===== src/rtl/sram_arbiter_pkg.sv =====
// Shared definitions for the sram-like bus arbiter: source ids, FSM states,
// bus field widths and the tracking-FIFO entry layout.
package sram_arbiter_pkg;

  localparam int SIZE_W = 2;
  localparam int STRB_W = 4;
  localparam int ADDR_W = 32;
  localparam int DATA_W = 32;

  localparam logic SRC_INST = 1'b0;
  localparam logic SRC_DATA = 1'b1;

  typedef enum logic [1:0] {
    ST_IDLE   = 2'd0,
    ST_LOCK_I = 2'd1,
    ST_LOCK_D = 2'd2
  } arb_state_e;

  typedef struct packed {
    logic src;
    logic cancelled;
  } track_entry_t;

endpackage


===== src/rtl/sram_arbiter_track_fifo.sv =====
// In-order record of accepted transactions ({src, cancelled}) used to route
// each downstream data_ok back to its requester. A bulk cancel input marks
// every instruction entry (including one pushed in the same cycle) as stale.
module arb_track_fifo
  import sram_arbiter_pkg::*;
#(
  parameter int DEPTH = 4
) (
  input  logic                     clk,
  input  logic                     rst,
  input  logic                     push,
  input  logic                     push_src,
  input  logic                     pop,
  input  logic                     cancel_inst,
  output track_entry_t             head,
  output logic [$clog2(DEPTH):0]   count,
  output logic                     empty
);

  localparam int PTR_W = $clog2(DEPTH);

  track_entry_t           mem_q [DEPTH];
  track_entry_t           mem_d [DEPTH];
  logic [PTR_W-1:0]       wptr_q, wptr_d;
  logic [PTR_W-1:0]       rptr_q, rptr_d;
  logic [PTR_W:0]         count_q, count_d;

  // Next entry contents, pointers and occupancy; cancel applies to every inst slot
  // (a stale flag on an unused slot is harmless since a push overwrites it).
  always_comb begin
    mem_d = mem_q;
    for (int i = 0; i < DEPTH; i++) begin
      if (cancel_inst && (mem_q[i].src == SRC_INST)) begin
        mem_d[i].cancelled = 1'b1;
      end
    end
    if (push) begin
      mem_d[wptr_q].src       = push_src;
      mem_d[wptr_q].cancelled = cancel_inst && (push_src == SRC_INST);
    end
    wptr_d  = push ? wptr_q + 1'b1 : wptr_q;
    rptr_d  = pop  ? rptr_q + 1'b1 : rptr_q;
    count_d = count_q + {{PTR_W{1'b0}}, push} - {{PTR_W{1'b0}}, pop};
  end

  // Entry storage carries no reset; validity comes from the pointers and count.
  always_ff @(posedge clk) begin
    mem_q <= mem_d;
  end

  // Pointer and occupancy registers; reset discards all outstanding entries.
  always_ff @(posedge clk) begin
    if (rst) begin
      wptr_q  <= '0;
      rptr_q  <= '0;
      count_q <= '0;
    end else begin
      wptr_q  <= wptr_d;
      rptr_q  <= rptr_d;
      count_q <= count_d;
    end
  end

  assign head  = mem_q[rptr_q];
  assign count = count_q;
  assign empty = (count_q == '0);

endmodule


===== src/rtl/sram_arbiter.sv =====
// Shares one sram-like port between instruction fetch and the data stage.
// Data has priority unless fetch has been starved MAX_STARVE times in a row;
// the chosen source stays locked until its address handshake, and responses
// are routed in order through a small tracking FIFO.
module sram_arbiter
  import sram_arbiter_pkg::*;
#(
  parameter int OUTSTANDING = 4,
  parameter int MAX_STARVE  = 3
) (
  input  logic        clk,
  input  logic        rst,
  input  logic        inst_req,
  input  logic        inst_wr,
  input  logic [1:0]  inst_size,
  input  logic [31:0] inst_addr,
  input  logic [3:0]  inst_wstrb,
  input  logic [31:0] inst_wdata,
  output logic        inst_addr_ok,
  output logic        inst_data_ok,
  output logic [31:0] inst_rdata,
  input  logic        inst_cancel,
  input  logic        data_req,
  input  logic        data_wr,
  input  logic [1:0]  data_size,
  input  logic [31:0] data_addr,
  input  logic [3:0]  data_wstrb,
  input  logic [31:0] data_wdata,
  output logic        data_addr_ok,
  output logic        data_data_ok,
  output logic [31:0] data_rdata,
  output logic        mem_req,
  output logic        mem_wr,
  output logic [1:0]  mem_size,
  output logic [31:0] mem_addr,
  output logic [3:0]  mem_wstrb,
  output logic [31:0] mem_wdata,
  input  logic        mem_addr_ok,
  input  logic        mem_data_ok,
  input  logic [31:0] mem_rdata,
  output logic        resp_err
);

  localparam int STARVE_W = ($clog2(MAX_STARVE + 1) < 2) ? 2 : $clog2(MAX_STARVE + 1);
  localparam int CNT_W    = $clog2(OUTSTANDING) + 1;
  localparam logic [STARVE_W-1:0] STARVE_MAX = STARVE_W'(MAX_STARVE);
  localparam logic [CNT_W-1:0]    CNT_LIMIT  = CNT_W'(OUTSTANDING);

  arb_state_e           state_q, state_d;
  logic [STARVE_W-1:0]  starve_q, starve_d;
  logic                 resp_err_q, resp_err_d;
  logic                 sel_src;
  logic                 addr_hs;
  logic                 fifo_pop;
  logic [CNT_W-1:0]     fifo_count;
  logic                 fifo_empty;
  track_entry_t         fifo_head;

  // Source selection, mem_req and next FSM state; a pending pop does not free a slot this cycle.
  always_comb begin
    state_d = state_q;
    mem_req = 1'b0;
    sel_src = SRC_DATA;
    unique case (state_q)
      ST_IDLE: begin
        if (fifo_count < CNT_LIMIT) begin
          if (data_req && (starve_q < STARVE_MAX)) begin
            mem_req = 1'b1;
            sel_src = SRC_DATA;
          end else if (inst_req) begin
            mem_req = 1'b1;
            sel_src = SRC_INST;
          end else if (data_req) begin
            mem_req = 1'b1;
            sel_src = SRC_DATA;
          end
        end
        if (mem_req && !mem_addr_ok) begin
          if (sel_src == SRC_INST) state_d = ST_LOCK_I;
          else                     state_d = ST_LOCK_D;
        end
      end
      ST_LOCK_I: begin
        mem_req = 1'b1;
        sel_src = SRC_INST;
        if (mem_addr_ok) state_d = ST_IDLE;
      end
      ST_LOCK_D: begin
        mem_req = 1'b1;
        sel_src = SRC_DATA;
        if (mem_addr_ok) state_d = ST_IDLE;
      end
      default: state_d = ST_IDLE;
    endcase
  end

  assign addr_hs      = mem_req && mem_addr_ok;
  assign inst_addr_ok = addr_hs && (sel_src == SRC_INST);
  assign data_addr_ok = addr_hs && (sel_src == SRC_DATA);

  assign mem_wr    = (sel_src == SRC_INST) ? inst_wr    : data_wr;
  assign mem_size  = (sel_src == SRC_INST) ? inst_size  : data_size;
  assign mem_addr  = (sel_src == SRC_INST) ? inst_addr  : data_addr;
  assign mem_wstrb = (sel_src == SRC_INST) ? inst_wstrb : data_wstrb;
  assign mem_wdata = (sel_src == SRC_INST) ? inst_wdata : data_wdata;

  // Starvation counter: counts data grants that overtook a waiting fetch, saturating.
  always_comb begin
    starve_d = starve_q;
    if (!inst_req || (addr_hs && (sel_src == SRC_INST))) begin
      starve_d = '0;
    end else if (addr_hs && (starve_q < STARVE_MAX)) begin
      starve_d = starve_q + 1'b1;
    end
  end

  // A response with nothing outstanding is a protocol error that sticks until reset.
  always_comb begin
    resp_err_d = resp_err_q | (mem_data_ok && fifo_empty);
  end

  // Control state registers.
  always_ff @(posedge clk) begin
    if (rst) begin
      state_q    <= ST_IDLE;
      starve_q   <= '0;
      resp_err_q <= 1'b0;
    end else begin
      state_q    <= state_d;
      starve_q   <= starve_d;
      resp_err_q <= resp_err_d;
    end
  end

  assign resp_err = resp_err_q;
  assign fifo_pop = mem_data_ok && !fifo_empty;

  arb_track_fifo #(
    .DEPTH(OUTSTANDING)
  ) u_track (
    .clk        (clk),
    .rst        (rst),
    .push       (addr_hs),
    .push_src   (sel_src),
    .pop        (fifo_pop),
    .cancel_inst(inst_cancel),
    .head       (fifo_head),
    .count      (fifo_count),
    .empty      (fifo_empty)
  );

  assign inst_data_ok = fifo_pop && (fifo_head.src == SRC_INST) &&
                        !fifo_head.cancelled && !inst_cancel;
  assign data_data_ok = fifo_pop && (fifo_head.src == SRC_DATA);
  assign inst_rdata   = mem_rdata;
  assign data_rdata   = mem_rdata;

endmodule


===== config.mk =====
export PLATFORM = sky130hd
export DESIGN_NAME = sram_arbiter
export DESIGN_NICKNAME = d
export VERILOG_FILES = /design/src/rtl/sram_arbiter_pkg.sv /design/src/rtl/sram_arbiter_track_fifo.sv /design/src/rtl/sram_arbiter.sv
export SDC_FILE = /design/constraint.sdc
export NUM_CORES = 1
export LEC_CHECK = 0
export BUFFER_PORTS_ARGS = -buffer_cell sky130_fd_sc_hd__buf_2
export CAP_MARGIN = 15
export CORE_AREA = 2 2 123 125
export DETAILED_ROUTE_END_ITERATION = 8
export DIE_AREA = 0 0 125 127
export GPL_TIMING_DRIVEN = 0
export HOLD_SLACK_MARGIN = 0.08
export MAX_ROUTING_LAYER = met4
export SKIP_CTS_REPAIR_TIMING = 1
export SLEW_MARGIN = 20
export SYNTH_ARGS = -nofsm -noshare
export SYNTH_HDL_FRONTEND = slang
export SYNTH_SLANG_ARGS = --single-unit
export TNS_END_PERCENT = 30

===== constraint.sdc =====
create_clock -name clk -period 2.3 [get_ports clk]
set_input_delay 0.23 -clock clk [delete_from_list [all_inputs] [get_ports clk]]
set_output_delay 0.23 -clock clk [all_outputs]
set_load 0.1 [all_outputs]

==> impl_metrics.json <==
{
  "crit_buf_inv": 3,
  "antenna_found_initial": 0,
  "min_period_ps": 2320,
  "ir_drop_mv": 0.599,
  "r2r_cells": 12,
  "post-route-period-util_pct": 101,
  "area_growth_pct": 99.2,
  "synth_cells": 259,
  "path_clk_slew_ps": 60,
  "hp-start": "mem_data_ok",
  "netlist_area_um2": 2790,
  "worstSetupStartpoint": "state_q[1]",
  "hold_depth": 3,
  "synth_area_per_cell_um2": 10.8,
  "final_area_um2": 5550,
  "crit_slowest_cell": "dfxtp_4",
  "setup_viol_count_final": 9,
  "die-area_um2": 15900,
  "post-place-cells": 732,
  "numCtsBuffers": 3,
  "leakage_nw": 2.98,
  "fin_worst_skew_ps": 1.72,
  "max_stage_delay_ps": 360,
  "overflow": 0,
  "grt_max_degree": 14,
  "hold_viol": 0,
  "r2r_slack_ps": 80,
  "tns_ps": -158,
  "wl_per_cell_um": 16.8,
  "wl_met2_mm": 6.97,
  "drtPass1Iterations": 4,
  "fin_cells": 740,
  "power.density_nw_per_um2": 1020,
  "total_power_mw": 5.66,
  "max-cap-violations": 0,
  "cp-end-kind": "output pin",
  "clk_path_buf_depth": 2,
  "cts_tree": "done",
  "synth_fp_nets": 451,
  "core_area_um2": 14400,
  "floorplan.initialDensity_pct": 19.3,
  "ys.warnings.count": 0,
  "synthDistinctLibCells": 37,
  "boundaryPins": 322,
  "wirelength_mm": 12.4,
  "portBuffers": 289,
  "min_to": "resp_err",
  "finalNetCount": 749,
  "cts_sinks": 20,
  "worst_pin_slew_ps": 563,
  "holdWs_ps": 218,
  "grt_pass1_vias": 2826,
  "grt.total_usage_pct": 13.5,
  "placed_cell_area_um2": 4480,
  "slew_headroom_pct": 62.5,
  "status": "finished with violations",
  "violations": "negative setup slack",
  "die_w_um": 125,
  "cts-root-buf": "clkbuf_16",
  "antenna_cells": 0,
  "rsz0062_at_grt": "yes",
  "cp_cell_sequence": "inv_4 > ha_4 > nor2b_4 > a31oi_4 > buf_4 > mux2_2 > buf_2",
  "required_ps": 2070,
  "r2r-start": "state_q[1]",
  "layout-drive-gt1-share_pct": 82.2,
  "num_vias": 2956,
  "rows": 44,
  "drt_iter0_drc": 87,
  "reg2reg_to": "u_track.count[2]",
  "insertion_delay_ps": 250,
  "dieHeight_um": 127,
  "drc_errors": 0,
  "hold_path_class": "primary input to register",
  "routed-wl-met3_um": 746,
  "crit_arrival_ps": 2090,
  "final_antenna_net_count": 0,
  "routedLengthMet1_mm": 4.55,
  "highest_layer": "met4",
  "max_clock_freq_mhz": 431,
  "setup_slack_ps": -20.0,
  "cts.htree.levels": 1,
  "critPathMaxFanout": 13,
  "grt_pass1_wl_mm": 16.2,
  "drv_slew": 0,
  "ys_seq_area_share_pct": 15.8,
  "via_per_inst": 3.99,
  "post-dp-hpwl_mm": 10.3,
  "cp_top_family": "buffers and inverters",
  "ys_seq_elements": 20,
  "dp_slack_ps": -88.4,
  "fin_util_pct": 38.5,
  "place_congestion": 0.852,
  "path_class": "register to output pin",
  "crit_path_start_kind": "register"
}
## tightest hold or removal path, stage by stage
cell     delay (ps)
buf_2            90
a21oi_1          50
nor2_1           70
## final cells by class
cell class	instances	area (um^2)
well taps	184	230
inverters	12	47.5
fillers	1406	8870
clock buffers	3	75.1
clock inverters	1	30.0
repair buffers	293	2350
flip-flops and latches	20	449
multi-input cells	154	1740
plain buffers	73	632
## cell usage in the layout, fill, tap and decap left out, types with 3 or more instances in the layout
cell type  count
nor2b_1        6
inv_1         10
a21oi_1        7
edfxtp_1       4
clkbuf_16      5
dfxtp_1       13
buf_4         71
mux2_4        60
nor2_1        11
buf_2        224
mux2_2        11
ha_4           3
o21ai_0        5
o32ai_1        3
buf_12        52
nand3_1        3
and3_1         3
ha_1           7
buf_8         15
o31ai_1        4
## how the worst max path moves through the flow
| stage | to | slack [ps] | depth (start not counted) |
|---|---|---|---|
| after floorplan | inst_addr_ok | -330 | 6 |
| after global placement | u_track.count[2] | -20 | 11 |
| after detailed placement | u_track.count[2] | -90 | 11 |
| after CTS | mem_addr[7] | -290 | 8 |
| after global routing | mem_wdata[23] | -110 | 7 |
| final | mem_wdata[27] | -20 | 7 |
## Yosys cell counts
cell / instances / area, um^2
a211o_1: 1 / 8.76
a21o_1: 1 / 7.51
a21oi_1: 7 / 35.0
a31oi_4: 1 / 21.3
a32o_1: 2 / 20.0
and2_1: 1 / 6.26
and3_1: 3 / 18.8
and3b_1: 1 / 8.76
buf_12: 7 / 140
buf_4: 65 / 488
clkbuf_1: 1 / 3.75
dfxtp_1: 16 / 320
edfxtp_1: 4 / 120
fa_1: 1 / 20.0
ha_1: 10 / 125
inv_1: 12 / 45.0
mux2_2: 11 / 124
mux2_4: 60 / 901
mux2i_1: 1 / 10.0
mux4_2: 2 / 45.0
nand2_1: 3 / 11.3
nand2b_1: 3 / 18.8
nand3_1: 3 / 15.0
nand4_1: 1 / 6.26
nor2_1: 11 / 41.3
nor2b_1: 7 / 43.8
nor2b_2: 2 / 17.5
nor3_1: 1 / 5.00
nor3b_1: 1 / 7.51
nor4b_1: 1 / 8.76
o21ai_0: 5 / 25.0
o21ba_1: 1 / 10.0
o31a_1: 2 / 17.5
o31ai_1: 4 / 30.0
o32ai_1: 3 / 26.3
xnor2_1: 2 / 17.5
xor2_1: 2 / 17.5
## logic make-up (layout without fill, tap and decap cells)
kind of cell	count (synthesis)	after routing	synth area share, %
adder cells (fa/ha/maj)	11	11	5.21
multiplexers	74	74	38.7
flip-flops	20	20	15.8
XOR/XNOR	4	4	1.26
AO/OA/AOI/OAI	27	27	7.23
AND/OR/NAND/NOR	38	38	7.50
buffers and inverters	85	382	24.3
## per-layer routing
layer  track usage, %  vias up
met3             1.84       10
met2             25.8      139
met5                -        -
met1             15.3     1366
met4             1.83        0
li1                 -     1441
## report_power, final
group | leakage, nW | internal, mW | switching (mW)
Sequential | 0.168 | 0.454 | 0.0853
Combinational | 2.76 | 1.60 | 3.04
Clock | 0.0511 | 0.345 | 0.139
Total | 2.98 | 2.40 | 3.27
No activity file was read; power rests on OpenSTA's default activity.
